$ cat config.mk
export PLATFORM = sky130hd
export DESIGN_NAME = uart_tx_frame
export DESIGN_NICKNAME = d
export VERILOG_FILES = /design/src/rtl/uart_pkg.sv /design/src/rtl/uart_bit_timer.sv /design/src/rtl/uart_tx_frame.sv
export SDC_FILE = /design/constraint.sdc
export NUM_CORES = 1
export LEC_CHECK = 0
export CAP_MARGIN = 15
export CORE_UTILIZATION = 40
export DETAILED_ROUTE_END_ITERATION = 8
export PLACE_DENSITY_LB_ADDON = 0.08
export SYNTH_ARGS = -nofsm -noshare
export SYNTH_HDL_FRONTEND = slang
export SYNTH_SLANG_ARGS = --single-unit
$ cat constraint.sdc
create_clock -name clock -period 3.95 [get_ports clock]
set_input_delay 0.79 -clock clock [delete_from_list [all_inputs] [get_ports clock]]
set_output_delay 0.79 -clock clock [all_outputs]
set_load 0.01 [all_outputs]
$ cat src/rtl/uart_pkg.sv
// Shared definitions for the UART transmit path: FSM state encoding and
// frame-length helper.
package uart_pkg;

  typedef enum logic [2:0] {
    IDLE   = 3'd0,
    START  = 3'd1,
    DATA   = 3'd2,
    PARITY = 3'd3,
    STOP   = 3'd4
  } tx_state_t;

  // Total serial bits per frame: start + data + optional parity + stop(s).
  function automatic int frame_bits(input int data_bits, input int parity_en,
                                    input int stop_bits);
    return 1 + data_bits + parity_en + stop_bits;
  endfunction

endpackage

$ cat src/rtl/uart_bit_timer.sv
// Bit-period timer: counts clock cycles within one serial bit and flags the
// last cycle of each bit while the transmitter is running.
module uart_bit_timer #(
  parameter int CLKS_PER_BIT = 20
) (
  input  logic clock,
  input  logic reset,
  input  logic run,
  output logic bit_end
);

  localparam int CNT_W = (CLKS_PER_BIT > 1) ? $clog2(CLKS_PER_BIT) : 1;
  localparam logic [CNT_W-1:0] LAST = CNT_W'(CLKS_PER_BIT - 1);

  logic [CNT_W-1:0] cnt;

  assign bit_end = run && (cnt == LAST);

  // Counter restarts at every bit boundary and is held at zero while idle, so
  // the first bit after acceptance gets a full period.
  always_ff @(posedge clock) begin
    if (reset || !run || bit_end) begin
      cnt <= '0;
    end else begin
      cnt <= cnt + CNT_W'(1);
    end
  end

endmodule

$ cat src/rtl/uart_tx_frame.sv
// Parametrised UART transmitter: valid/ready word input, configurable data
// width, optional even/odd parity and one or two stop bits.
module uart_tx_frame
  import uart_pkg::*;
#(
  parameter int CLKS_PER_BIT = 20,
  parameter int DATA_BITS    = 8,
  parameter int PARITY_EN    = 0,
  parameter int PARITY_ODD   = 0,
  parameter int STOP_BITS    = 1
) (
  input  logic                 clock,
  input  logic                 reset,
  input  logic                 in_valid,
  output logic                 in_ready,
  input  logic [DATA_BITS-1:0] in_data,
  output logic                 serial_out,
  output logic                 busy,
  output logic                 r_done
);

  // Handshake: a word transfers on a rising edge where in_valid && in_ready;
  // in_ready is high only in IDLE outside reset, and in_valid at other times
  // is ignored without queueing.

  localparam int FRAME_BITS = frame_bits(DATA_BITS, PARITY_EN, STOP_BITS);

  if (CLKS_PER_BIT < 2 || DATA_BITS < 5 || DATA_BITS > 9 ||
      PARITY_EN < 0 || PARITY_EN > 1 || PARITY_ODD < 0 || PARITY_ODD > 1 ||
      STOP_BITS < 1 || STOP_BITS > 2 || FRAME_BITS > 13) begin : g_bad_params
    $error("uart_tx_frame: illegal parameter combination");
  end

  localparam int IDX_W = $clog2(DATA_BITS);
  localparam logic [IDX_W-1:0] LAST_DATA = IDX_W'(DATA_BITS - 1);
  localparam logic [IDX_W-1:0] LAST_STOP = IDX_W'(STOP_BITS - 1);

  tx_state_t            state, state_n;
  logic [DATA_BITS-1:0] shreg, shreg_n;
  logic [IDX_W-1:0]     bit_idx, bit_idx_n;
  logic                 par_q, par_n;
  logic                 so_q, so_n;
  logic                 busy_q, busy_n;
  logic                 done_q, done_n;
  logic                 bit_end;

  uart_bit_timer #(
    .CLKS_PER_BIT(CLKS_PER_BIT)
  ) u_bit_timer (
    .clock  (clock),
    .reset  (reset),
    .run    (state != IDLE),
    .bit_end(bit_end)
  );

  assign in_ready   = (state == IDLE) && !reset;
  assign serial_out = so_q;
  assign busy       = busy_q;
  assign r_done     = done_q;

  always_comb begin
    state_n   = state;
    shreg_n   = shreg;
    bit_idx_n = bit_idx;
    par_n     = par_q;
    so_n      = so_q;
    busy_n    = busy_q;
    done_n    = 1'b0;

    case (state)
      IDLE: begin
        so_n = 1'b1;
        if (in_valid) begin
          // Parity is taken from the word as latched, never from live in_data.
          state_n   = START;
          shreg_n   = in_data;
          par_n     = (^in_data) ^ (PARITY_ODD != 0);
          bit_idx_n = '0;
          so_n      = 1'b0;
          busy_n    = 1'b1;
        end
      end

      START: begin
        if (bit_end) begin
          state_n = DATA;
          so_n    = shreg[0];
        end
      end

      DATA: begin
        if (bit_end) begin
          shreg_n = shreg >> 1;
          if (bit_idx == LAST_DATA) begin
            bit_idx_n = '0;
            if (PARITY_EN != 0) begin
              state_n = PARITY;
              so_n    = par_q;
            end else begin
              state_n = STOP;
              so_n    = 1'b1;
            end
          end else begin
            bit_idx_n = bit_idx + IDX_W'(1);
            so_n      = shreg[1];
          end
        end
      end

      PARITY: begin
        if (bit_end) begin
          state_n = STOP;
          so_n    = 1'b1;
        end
      end

      STOP: begin
        so_n = 1'b1;
        if (bit_end) begin
          if (bit_idx == LAST_STOP) begin
            state_n   = IDLE;
            bit_idx_n = '0;
            busy_n    = 1'b0;
            done_n    = 1'b1;
          end else begin
            bit_idx_n = bit_idx + IDX_W'(1);
          end
        end
      end

      default: begin
        state_n   = IDLE;
        bit_idx_n = '0;
        so_n      = 1'b1;
        busy_n    = 1'b0;
      end
    endcase
  end

  always_ff @(posedge clock) begin
    if (reset) begin
      state   <= IDLE;
      shreg   <= '0;
      bit_idx <= '0;
      par_q   <= 1'b0;
      so_q    <= 1'b1;
      busy_q  <= 1'b0;
      done_q  <= 1'b0;
    end else begin
      state   <= state_n;
      shreg   <= shreg_n;
      bit_idx <= bit_idx_n;
      par_q   <= par_n;
      so_q    <= so_n;
      busy_q  <= busy_n;
      done_q  <= done_n;
    end
  end

endmodule

# Yosys cells after proc, flatten, opt, wreduce, memory -nomap -nowiden
# Index checks and enable logic that the tools add are counted.
# Widths: inputs -> output; s select.
[word_totals]
output_inout_bits = 4
word_cells = 72
in_bits = 11
reg_bits = 22
[op_classes]
bitwise = 4
mux = 28
reduce_logical = 18
eq_ne = 13
add_sub_neg = 2
[ops]
columns = ["operator", "n"]
rows = [
  ["$mux 3", 12],
  ["$mux 8", 2],
  ["$pmux 8 s2", 1],
  ["$pmux 3 s5", 1],
  ["$pmux 3 s4", 1],
  ["$mux 1", 9],
  ["$ne 2x1->1 const B", 4],
  ["$reduce_and 4->1", 2],
  ["$reduce_and 7->1", 1],
  ["$eq 3x2->1 const B", 2],
  ["$eq 3x3->1 const B", 2],
  ["$logic_not 3->1", 2],
  ["$ne 2x2->1 const B", 3],
  ["$reduce_and 3->1", 2],
  ["$reduce_or 3->1", 2],
  ["$add 5x1->5 const B", 1],
  ["$eq 5x5->1 const B", 1],
  ["$not 1->1", 4],
  ["$pmux 1 s4", 1],
  ["$add 3x1->3 const B", 1],
  ["$eq 3x1->1 const B", 1],
  ["$pmux 1 s3", 1],
  ["$reduce_bool 3->1", 1],
  ["$logic_and 1x1->1", 2],
  ["4 further kinds", 6],
]

# Logic depth before layout (Yosys ltp)
[logic_depth]
ltp_word = 4
depth_mapped = 7
depth_no_buf = 6

# By module
# Synthesis repeated with hierarchy kept, for this count alone.
[hier_totals]
hier_cells = 136
hier_area_um2 = 1201.2
[modules_own_cells]
columns = ["module", "area_per_inst_um2", "cells_per_inst", "seq_area_each_um2", "n_inst"]
rows = [
  ["uart_tx_frame", 998.5, 116, 340.3, 1],
  ["uart_bit_timer", 202.7, 20, 100.1, 1],
]

# Worst setup path before layout
# No wires, ideal clock.
[synth_path]
path_kind = "input to output"
from = "input port reset"
to = "output port in_ready"
cell_stages = 1
required_time_ps = 3160
path_buffers = 0
slack_ps = 1950
arrival_time_ps = 1210
path_cell_list = "nor4_1"
[synth_between]
elab_chain_len = 2
[synth_lines]
columns = ["item", "line", "source"]
rows = [
  ["start, declared", "uart_tx_frame.sv:13", "input logic reset,"],
  ["$logic_not 1->1", "uart_tx_frame.sv:56", "assign in_ready = (state == IDLE) && !reset;"],
  ["$logic_and 1x1->1", "uart_tx_frame.sv:56", ""],
  ["end, declared", "uart_tx_frame.sv:15", "output logic in_ready,"],
]
# No other way between the ends.

# Final worst setup path
# Ends and elaborated chain as after synthesis.

==> metrics.txt <==
status finished clean; Pre-antenna DRT Iters 4; drt drc 0; initial antenna violation count 0; Detail Route Antenna Nets 0; routed wire length 2260 µm; ys async rst share 0; vias in the first global route 866; nets@finish 152; Port Buf Inserts 14; pwr/cell area 358 nW/µm²; Synth cell types 37; Boundary Pins 15; crit-path max FO 2; vias per inst 5.42; post-synthesis instance area 1150 µm²; slew margin rel. 0.647; Synth Area per Inst 9.34 µm²; gr ovfl total 0; Mapped Cells 123; ANT cells 0; post-synthesis register bit count 22; Die W 55.6 µm; crit start category input pin; largest net degree at the start of global routing 21; clock root cell clkbuf_4; Max H-tree Level 1; Die H 55.6 µm; Worst path max stage delay 0.61 ns; # fillers 275; most used cell, CP clkdlybuf4s50_1; Fin. Hold Viols 0; clock skew 0.0122 ns; worst hold margin 0.463 ns; CP Launch Point reset; sequential fraction of the synthesis area 0.383; clock slew at reported path FFs 0.14 ns; Final Setup Violations 0; cell row count 19; # hold bufs at CTS 0; ys flop type dfxtp_1; clk buf depth 2; Place WS 1.09 ns; GRT Util Overall 0.161; Initial Util 0.420; gpl congestion 0.668; worst-skew pair later-pin latency 0.31 ns; most frequent cells in the layout dfxtp_1, clkdlybuf4s50_1, nor2_1, a21oi_1, mux2i_1; worst vdd ir 0.197 mV; Vias 905; Worst Max-Slew Pin Slew 0.528 ns; Crit path max-delay family buffers and inverters; critical path, cell by cell clkdlybuf4s50_1, nor4_1, clkdlybuf4s50_1; Net Count, Synth 138; worst reg-to-reg setup slack 2.20 ns; overall power 0.000484 W; Post-synth EDFFs 0; PostCTS Resize Cnt 0; Core ar. 2730 µm²; Layout area overhead 17.6%; critical path class in -> out; clk sinks 22; dpl hpwl 1660 µm; Period minus WS final 2.87 ns; CP Buf/Inv Count 2; Setup crit end kind output port; share of layout cells above drive strength 1 0.125; final period utilization 0.726; FF-to-FF Start u_bit_timer.cnt[0]; most common cell after layout, fill and taps aside dfxtp_1; synthesis warning total 0; CTS buffer count 3; Post-CTS Setup Inserts 0; reg2reg path depth 6; RSZ-0062 raised after global routing no; reg-to-reg critical path endpoint shreg[0]; worst path required time 3.16 ns; DRT iter0 DRCs 25; first-pass GRT wire length 3970 µm; fin. max-slew vios 0; CTS tree done; crit path to in_ready; Critical Path AT 2.08 ns; die area 3090 µm²; DR WL/cell 13.6 µm; Pleak 0.475 nW; maximum clock rate 0.349 GHz; maxcap violations 0; TNS Setup 0 ns; HP Class reg -> reg; Final WS setup 1.08 ns; CP max stage cell clkdlybuf4s50_1; Crit. path cell count 3
## Yosys cell counts, types with 2 or more instances
library cell	n	share of area
nand3_1	6	0.026
xor2_1	2	0.015
dfxtp_1	22	0.38
buf_2	3	0.013
ha_1	4	0.044
clkbuf_1	2	0.0065
nand2b_1	9	0.049
inv_1	3	0.0098
o21ai_0	2	0.0087
nand2_1	2	0.0065
nor2_1	12	0.039
a211oi_2	7	0.076
mux2i_1	10	0.087
nor3_1	4	0.017
a21oi_1	11	0.048
nor2b_1	2	0.011
nor3b_1	2	0.013
## metal layers
layer	wire length, µm	track usage	part of all wire
met1	978	0.211	0.43
met2	1200	0.267	0.53
met3	62	0.0256	0.027
met4	19	0.0643	0.0084
met5	0	0	0
## area by class of cell
| cell class | count | area, µm² | area share |
|---|---|---|---|
| sequential | 22 | 440 | 0.326 |
| clock inverter | 1 | 30.0 | 0.0222 |
| tap | 31 | 38.8 | 0.0287 |
| timing repair buffer | 16 | 153 | 0.113 |
| multi-input combinational | 91 | 656 | 0.485 |
| clock buffer | 3 | 22.5 | 0.0167 |
| inverter | 3 | 11.3 | 0.00833 |
## flip-flops by register name, indices dropped and copies added (netlist names)
name,flops
busy,1
r_done,1
state,3
shreg,8
serial_out,1
bit_idx,3
u_bit_timer.cnt,5
## worst min path at each step
stage	start	end	depth (start not counted)
floorplan	u_bit_timer.cnt[0]	u_bit_timer.cnt[0]	1
global placement	u_bit_timer.cnt[0]	u_bit_timer.cnt[0]	1
detailed placement	u_bit_timer.cnt[0]	u_bit_timer.cnt[0]	1
CTS	u_bit_timer.cnt[0]	u_bit_timer.cnt[0]	1
global route	u_bit_timer.cnt[0]	u_bit_timer.cnt[0]	1
finish	u_bit_timer.cnt[0]	u_bit_timer.cnt[0]	1
## kinds of logic (layout without fill, tap and decap cells)
| kind of cell | after synthesis | count (layout) | share of synthesized area |
|---|---|---|---|
| XOR/XNOR | 3 | 3 | 0.0229 |
| AO/OA/AOI/OAI | 28 | 28 | 0.186 |
| multiplexers | 11 | 11 | 0.100 |
| adder cells (fa/ha/maj) | 4 | 4 | 0.0436 |
| flip-flops | 22 | 22 | 0.383 |
| buffers and inverters | 10 | 23 | 0.0458 |
| AND/OR/NAND/NOR | 45 | 45 | 0.218 |
## metrics by stage
stage | std cells | area (µm²) | util
after floorplan | 123 | 1150 | -
after global placement | 162 | 1290 | 0.473
after detailed placement | 162 | 1290 | 0.473
after CTS | 166 | 1350 | 0.492
after global routing | 167 | 1350 | 0.494
final | 167 | 1350 | 0.494
## power by group
part           total (W)  internal (W)  switching, W  leakage, nW
Combinational  0.0000659     0.0000354     0.0000305        0.267
Sequential      0.000243      0.000233    0.00000974        0.180
Clock           0.000175      0.000103     0.0000727       0.0279
Total           0.000484      0.000371      0.000113        0.475
## worst reg2reg max path, stage by stage (launching register included)
cell and delay, ns:
dfxtp_1 0.38, ha_1 0.22, nor4bb_1 0.27, buf_2 0.24
mux2_4 0.22, and2_4 0.23, a211oi_2 0.08
(Power assumes the default switching activity.)
